[src/rtl/cpu_step_ctrl.sv]
`default_nettype none
// ============================================================================
// Module   : cpu_step_ctrl
// Purpose  : Board-input conditioning and execution control for the
//            multi-cycle CPU. Each raw button is synchronised and debounced
//            into a clean level and a rising-edge pulse. A small FSM turns
//            the mode switches and the go/abort buttons into the registered
//            CPU clock-enable.
//
// Ports    : clk          system clock, rising edge
//            rst_n        asynchronous assert, active-low reset
//            btn_raw_i    raw asynchronous buttons (ch0 = go, ch1 = abort)
//            mode_i       00 HALT, 01 RUN, 10 STEP, 11 BURST
//            burst_len_i  burst length, sampled on the go pulse
//            btn_level_o  debounced button levels
//            btn_pulse_o  one-cycle pulse, the cycle after a level rises
//            cpu_en_o     registered CPU clock-enable
//            busy_o       high while a burst is in progress
//            step_cnt_o   number of cycles with cpu_en_o = 1 (wraps)
//
// Options  : CPU_STEP_CNT_EN - when defined, the executed-cycle counter is
//            built; otherwise step_cnt_o is tied to zero.
//
// Revision : 1.0 - initial release
// ============================================================================
module cpu_step_ctrl #(
    parameter int NBTN       = 5,
    parameter int DEB_CYCLES = 16,
    parameter int BURST_W    = 8,
    parameter int CNT_W      = 16
) (
    input  logic               clk,
    input  logic               rst_n,
    input  logic [NBTN-1:0]    btn_raw_i,
    input  logic [1:0]         mode_i,
    input  logic [BURST_W-1:0] burst_len_i,
    output logic [NBTN-1:0]    btn_level_o,
    output logic [NBTN-1:0]    btn_pulse_o,
    output logic               cpu_en_o,
    output logic               busy_o,
    output logic [CNT_W-1:0]   step_cnt_o
);

    localparam int DW = (DEB_CYCLES > 2) ? $clog2(DEB_CYCLES) : 1;
    localparam logic [DW-1:0]      c_DEB_MAX    = DW'(DEB_CYCLES - 1);
    localparam logic [BURST_W-1:0] c_REM_LAST   = BURST_W'(1);
    localparam logic [1:0]         c_MODE_RUN   = 2'b01;
    localparam logic [1:0]         c_MODE_STEP  = 2'b10;
    localparam logic [1:0]         c_MODE_BURST = 2'b11;

    // ------------------------------------------------------------------
    // Per-channel synchroniser, debouncer and rising-edge pulse
    // ------------------------------------------------------------------
    for (genvar gi = 0; gi < NBTN; gi++) begin : g_chan
        logic          sync1_q;
        logic          sync2_q;
        logic          level_q;
        logic          level_prev_q;
        logic          pulse_q;
        logic [DW-1:0] cnt_q;

        always_ff @(posedge clk or negedge rst_n) begin
            if (!rst_n) begin
                sync1_q      <= 1'b0;
                sync2_q      <= 1'b0;
                level_q      <= 1'b0;
                level_prev_q <= 1'b0;
                pulse_q      <= 1'b0;
                cnt_q        <= '0;
            end else begin
                sync1_q      <= btn_raw_i[gi];
                sync2_q      <= sync1_q;
                level_prev_q <= level_q;
                // Pulse lands one cycle after the level rises.
                pulse_q      <= level_q & ~level_prev_q;
                if (sync2_q == level_q) begin
                    cnt_q <= '0;
                end else if (cnt_q == c_DEB_MAX) begin
                    // DEB_CYCLES consecutive disagreeing samples: accept.
                    cnt_q   <= '0;
                    level_q <= ~level_q;
                end else begin
                    cnt_q <= cnt_q + DW'(1);
                end
            end
        end

        assign btn_level_o[gi] = level_q;
        assign btn_pulse_o[gi] = pulse_q;
    end

    logic w_go;
    logic w_abort;
    assign w_go    = btn_pulse_o[0];
    assign w_abort = btn_pulse_o[1];

    // ------------------------------------------------------------------
    // Execution-control FSM
    // ------------------------------------------------------------------
    typedef enum logic [1:0] {
        S_IDLE  = 2'd0,
        S_RUN   = 2'd1,
        S_BURST = 2'd2
    } state_t;

    state_t             state_q, state_d;
    logic [BURST_W-1:0] rem_q, rem_d;     // enabled cycles left, incl. current
    logic               cpu_en_q, cpu_en_d;

    always_comb begin
        state_d  = state_q;
        rem_d    = rem_q;
        cpu_en_d = 1'b0;
        case (state_q)
            S_IDLE: begin
                // Abort outranks everything, so it also swallows a
                // coincident go or a pending RUN entry for one cycle.
                if (!w_abort) begin
                    if (mode_i == c_MODE_RUN) begin
                        state_d  = S_RUN;
                        cpu_en_d = 1'b1;
                    end else if (w_go && mode_i == c_MODE_STEP) begin
                        cpu_en_d = 1'b1;
                    end else if (w_go && mode_i == c_MODE_BURST &&
                                 burst_len_i != '0) begin
                        state_d  = S_BURST;
                        rem_d    = burst_len_i;
                        cpu_en_d = 1'b1;
                    end
                end
            end
            S_RUN: begin
                if (w_abort || mode_i != c_MODE_RUN) begin
                    state_d = S_IDLE;
                end else begin
                    cpu_en_d = 1'b1;
                end
            end
            S_BURST: begin
                // go is deliberately ignored here: no reload, no extension.
                if (w_abort || mode_i != c_MODE_BURST || rem_q == c_REM_LAST) begin
                    state_d = S_IDLE;
                    rem_d   = '0;
                end else begin
                    rem_d    = rem_q - c_REM_LAST;
                    cpu_en_d = 1'b1;
                end
            end
            default: begin
                state_d = S_IDLE;
                rem_d   = '0;
            end
        endcase
    end

    always_ff @(posedge clk or negedge rst_n) begin
        if (!rst_n) begin
            state_q  <= S_IDLE;
            rem_q    <= '0;
            cpu_en_q <= 1'b0;
        end else begin
            state_q  <= state_d;
            rem_q    <= rem_d;
            cpu_en_q <= cpu_en_d;
        end
    end

    assign cpu_en_o = cpu_en_q;
    // state_q is BURST exactly during the cycles the burst enables the CPU.
    assign busy_o   = (state_q == S_BURST);

    // ------------------------------------------------------------------
    // Executed-cycle counter
    // ------------------------------------------------------------------
`ifdef CPU_STEP_CNT_EN
    logic [CNT_W-1:0] step_cnt_q;

    always_ff @(posedge clk or negedge rst_n) begin
        if (!rst_n) begin
            step_cnt_q <= '0;
        end else if (cpu_en_q) begin
            step_cnt_q <= step_cnt_q + CNT_W'(1);
        end
    end

    assign step_cnt_o = step_cnt_q;
`else
    assign step_cnt_o = '0;
`endif

endmodule
`default_nettype wire

[config.mk]
export PLATFORM = sky130hd
export DESIGN_NAME = cpu_step_ctrl
export DESIGN_NICKNAME = d
export VERILOG_FILES = /design/src/rtl/cpu_step_ctrl.sv
export SDC_FILE = /design/constraint.sdc
export NUM_CORES = 1
export LEC_CHECK = 0
export BUFFER_PORTS_ARGS = -buffer_cell sky130_fd_sc_hd__buf_2
export CORE_ASPECT_RATIO = 0.5
export CORE_MARGIN = 5
export CORE_UTILIZATION = 51
export CTS_BUF_LIST = sky130_fd_sc_hd__clkbuf_16
export DETAILED_ROUTE_END_ITERATION = 10
export GPL_TIMING_DRIVEN = 0
export PLACE_DENSITY = 0.74
export SLEW_MARGIN = 20
export SYNTH_ARGS = -nofsm -noshare
export SYNTH_HDL_FRONTEND = slang
export SYNTH_SLANG_ARGS = --single-unit
[constraint.sdc]
create_clock -name clk -period 2.42 [get_ports clk]
set_input_delay 0.242 -clock clk [delete_from_list [all_inputs] [get_ports clk]]
set_output_delay 0.242 -clock clk [all_outputs]
set_load 0.01 [all_outputs]
After elaboration in Yosys (flattened, before gate mapping)
Cells that the tools add are included.
{"block": "totals", "reg_bits": 56, "output_inout_bits": 28}
{"block": "classes", "add_sub_neg": 6, "n_eq_ne": 26, "muxes": 30, "bitwise_logic": 21, "reduce_logical": 15}
{"cell": "2-to-1 mux 4 bit", "count": 10}
{"cell": "2-to-1 mux 8 bit", "count": 5}
{"cell": "case mux 8 bit (3 select lines)", "count": 1}
{"cell": "adder 4 x 1 -> 4 bit (second input constant)", "count": 5}
{"cell": "equality test 4 bit (second input constant)", "count": 5}
{"cell": "inverter 1 bit", "count": 16}
{"cell": "2-to-1 mux 2 bit", "count": 6}
{"cell": "inequality test 2 bit (second input constant)", "count": 6}
{"cell": "AND reduction 2 bit", "count": 5}
{"cell": "AND reduction 5 bit", "count": 2}
{"cell": "equality test 8 x 1 -> 1 bit (second input constant)", "count": 1}
{"cell": "nonzero test 8 bit", "count": 1}
{"cell": "subtractor 8 x 1 -> 8 bit (second input constant)", "count": 1}
{"cell": "equality test 2 bit (second input constant)", "count": 3}
{"cell": "2-to-1 mux 1 bit", "count": 6}
{"cell": "inequality test 3 bit (second input constant)", "count": 2}
{"cell": "case mux 2 bit (3 select lines)", "count": 1}
{"cell": "AND 1 bit", "count": 5}
{"cell": "equality test 1 bit", "count": 5}
{"cell": "equality test 2 x 1 -> 1 bit (second input constant)", "count": 2}
{"cell": "inequality test 2 x 1 -> 1 bit (second input constant)", "count": 2}
{"cell": "logical AND 1 bit", "count": 3}
{"cell": "logical OR 1 bit", "count": 3}
{"cell": "case mux 1 bit (3 select lines)", "count": 1}
{"cell": "logical NOT 2 bit", "count": 1}

Longest topological paths before layout
{"block": "logic_depth", "ltp_word": 8, "ltp_mapped": 6, "mapped_depth_nobuf": 6}

Worst setup path after synthesis
No wires, ideal clock.
{"block": "synth_path", "kind": "register -> register", "start": "reg rem_q[1]", "end": "reg rem_q[2]", "setup_ns": 0.121, "t_arrival_ns": 1.665, "required_ns": 2.299, "setup_slack_ns": 0.634, "stages_incl_launch_ff": 7, "path_buffers": 0, "synth_period_minus_slack_ns": 1.786, "path_cell_list": "dfrtp_1 inv_1 ha_1 or4b_4 o211ai_4 o21ai_0 a22o_1"}
{"block": "synth_via", "elab_chain_len": 4}
{"element": "start, declared", "line_no": "107", "rtl": "logic [BURST_W-1:0] rem_q, rem_d;"}
{"element": "start signal, assigned", "line_no": "163", "rtl": "rem_q <= rem_d;"}
{"element": "branches (longest 2 deep; another with subtractor 8 x 1 -> 8 bit)"}
{"element": "2-to-1 mux 8 bit (*)", "line_no": "141", "rtl": "if (w_abort || mode_i != c_MODE_BURST || rem_q == c_REM_LAST) begin"}
{"element": "case mux 8 bit (3 select lines) (*)", "line_no": "114", "rtl": "case (state_q)"}
Every way passes the cells marked *.
A chain may end at the register's enable or synchronous reset.

Worst setup path after layout
Same ends and word-level chain as after synthesis.

==> results.json <==
{
  "syn_inst": 224,
  "cts-buffers-inserted": 5,
  "p_sw_share_pct": 23.9,
  "synth_top_area_cell": "dfrtp_1",
  "hold_violations": 0,
  "arrival_ps": 2160,
  "antenna_found_initial": 0,
  "rsz0062_at_grt": "false",
  "synth_area_per_cell_um2": 11.7,
  "synth_top_family_by_area": "simple AND/OR/NAND/NOR gates",
  "io_pins": 45,
  "power.share.clock_pct": 39.2,
  "synth_xor_area_share_pct": 3.33,
  "drt_iter0_drc": 40,
  "tightest_slew_ps": 701,
  "fp.dieW_um": 112,
  "clockBufferDepth": 2,
  "grt-ovfl-total": 0,
  "h-tree-depth": 2,
  "hold_buffers": 0,
  "start_util_pct": 53.1,
  "finalPower_mw": 1.87,
  "rr_startpoint": "rem_q[1]$_DFFE_PN0P_",
  "final.setup.tns_ps": 0,
  "synth_area_leaders": "dfrtp_1 (53%), buf_4 (7.4%), ha_1 (3.3%)",
  "grt_pass1_vias": 1813,
  "vias": 1758,
  "switchingPower_uw": 445,
  "synth_top_area_share_pct": 53.3,
  "yosys.area_share.simple_pct": 15.2,
  "cts_root_buf": "clkbuf_16",
  "finalSetupViolCount": 0,
  "maxSlewHeadroom_pct": 53.3,
  "crit_chain": "inv_1 > ha_1 > or4b_4 > o211ai_4 > o21ai_0 > a22o_1",
  "p_leak_nw": 1.51,
  "synth_fa_ha_area_share_pct": 3.33,
  "status": "complete, no violations",
  "synth_warnings": 0,
  "diodes": 0,
  "ys.flop_type": "dfrtp_1",
  "hold_class": "in2async",
  "r2r_slack_ps": 440,
  "synth_mux_area_share_pct": 2.14,
  "r2r_cells": 6,
  "timing.final.crit_share_pct": 81.7,
  "final_layout_size_suffix_gt1_share_pct": 28.0,
  "gp_congestion": 0.913,
  "dp_cells": 337,
  "drv_slew": 0,
  "worst_path_largest_cell_delay_ps": 480,
  "syn2layout_area_growth_pct": 16.6,
  "ir_drop_mv": 0.385,
  "powerDensity_mw_per_mm2": 608,
  "synth_seq_cells": 56,
  "clock_latency_ps": 290,
  "stdcell_count": 345,
  "cp_max_fo": 10,
  "skew_ps": 8.57,
  "grt_use_total_pct": 15.0,
  "core_area_mm2": 0.00495,
  "seqPwrFrac_pct": 53.2,
  "final_common_cell": "dfrtp_1",
  "critPathKind": "reg2reg",
  "crit_slowest_cell": "or4b_4",
  "timing.rr.end": "rem_q[2]$_DFFE_PN0P_",
  "port_buffers": 28,
  "wl_per_cell_um": 13.5,
  "crit_path_start_kind": "flip-flop",
  "die_area_mm2": 0.00678,
  "max_cap_violations": 0,
  "ant_nets": 0,
  "synth_cell_types": 45,
  "wirelength_mm": 4.65,
  "dr.pass1.iters": 4,
  "clkSlewWorstSetupHoldPaths_ps": 80,
  "endpoint_kind": "flip-flop",
  "final_net_count": 298,
  "cts_sinks": 56,
  "final_util_pct": 61.9,
  "ys_seq_area_share_pct": 53.3,
  "combPwrFrac_pct": 7.5,
  "mostFrequentLayoutCells": "dfrtp_1 (56), buf_2 (28), buf_4 (27), conb_1 (16), a21oi_1 (14)",
  "clock.fmax_mhz": 505,
  "drc": 0,
  "cts_setup_buffers": 0,
  "synth-compound-area-share_pct": 13.0,
  "crit_buf_inv": 1,
  "fillers": 392,
  "hpwl_mm": 3.30,
  "cp_top_family": "compound AO/OA/AOI/OAI gates",
  "p_int_mw": 1.42,
  "synthesis.area_mm2": 0.00263,
  "synth_edf_count": 0,
  "vias_per_cell": 5.10,
  "synthArstFlopShare_pct": 100,
  "critical_path_required_ps": 2600,
  "post_cts_resized": 0,
  "rows": 18,
  "grt_max_degree": 57,
  "die_h_um": 60.8,
  "cts_tree": "yes",
  "grt_pass1_wl_mm": 8.05,
  "min_period_ps": 1980
}
registers in the layout, summed over array words and instances (netlist names):
register and cells:
cpu_en_o 1, rem_q 8, g_chan.level_prev_q 5, g_chan.pulse_q 5, g_chan.level_q 5, state_q 2, g_chan.cnt_q 20, g_chan.sync2_q 5
g_chan.sync1_q 5
synthesized netlist by cell type (2+ instances only):
| cell | n |
|---|---|
| o21ai_0 | 12 |
| nor3_1 | 2 |
| mux2_2 | 5 |
| nor2_1 | 9 |
| dfrtp_1 | 56 |
| a221o_1 | 2 |
| nand2b_1 | 3 |
| a21oi_1 | 14 |
| a22o_1 | 4 |
| inv_1 | 11 |
| nand3_1 | 5 |
| ha_1 | 7 |
| buf_4 | 26 |
| xnor2_1 | 10 |
| nand2_1 | 5 |
| nor2b_1 | 11 |
| nor4_4 | 2 |
| o22ai_1 | 3 |
| nand4b_1 | 5 |
| nor3b_1 | 6 |
| o31ai_1 | 2 |
cells by family (layout without fill, tap and decap cells):
family,count (synthesis),after routing
xor+xnor,10,10
fa+ha+maj,7,7
buf+inv,39,75
other cells,1,16
compound gates,47,47
flops,56,56
mux,5,5
simple gates,59,59
through the flow:
stage          setup slack [ps]  instance area [um2]  hold slack, ps
6_report                    442                 3070           0.552
5_1_grt                     333                 3070            42.2
4_1_cts                     463                 3070            22.7
3_5_place_dp                472                 2920             335
3_3_place_gp                495                 2920             332
2_1_floorplan               634                 2690           -53.6
power groups by stage:
stage	Combinational, mW	Clock (mW)	Sequential [mW]
after floorplan	0.0881	0	1.01
after global placement	0.134	0	1.01
after detailed placement	0.139	0	1.01
after CTS	0.141	0.750	0.993
after global routing	0.161	0.791	0.998
final	0.141	0.732	0.994
how the worst max path moves through the flow:
stage | from | end | depth (start not counted)
after floorplan | rem_q[1]$_DFFE_PN0P_ | rem_q[2]$_DFFE_PN0P_ | 6
after global placement | rem_q[1]$_DFFE_PN0P_ | rem_q[2]$_DFFE_PN0P_ | 6
after detailed placement | rem_q[1]$_DFFE_PN0P_ | rem_q[2]$_DFFE_PN0P_ | 6
after CTS | rem_q[1]$_DFFE_PN0P_ | rem_q[2]$_DFFE_PN0P_ | 6
after global routing | rem_q[0]$_DFFE_PN0P_ | rem_q[6]$_DFFE_PN0P_ | 6
final | rem_q[1]$_DFFE_PN0P_ | rem_q[2]$_DFFE_PN0P_ | 6
area by class of cell:
class,count,area (um2),share of cell area [%]
Inverter,11,41.3,1.35
Tap cell,70,87.6,2.85
Buffer,28,211,6.89
Clock buffer,5,125,4.08
Timing Repair Buffer,28,143,4.65
Sequential cell,56,1400,45.7
Multi-Input combinational cell,144,1030,33.7
Clock inverter,3,25.0,0.816
layer usage:
layer | vias up | GRT usage, % | wire [um]
met4 | 0 | 5.55 | 55
met3 | 7 | 4.28 | 297
met2 | 51 | 28.0 | 2320
met5 | - | 0 | 0
met1 | 843 | 17.2 | 1980
li1 | 857 | - | -
Note: power is estimated with default switching activity, not from simulation.
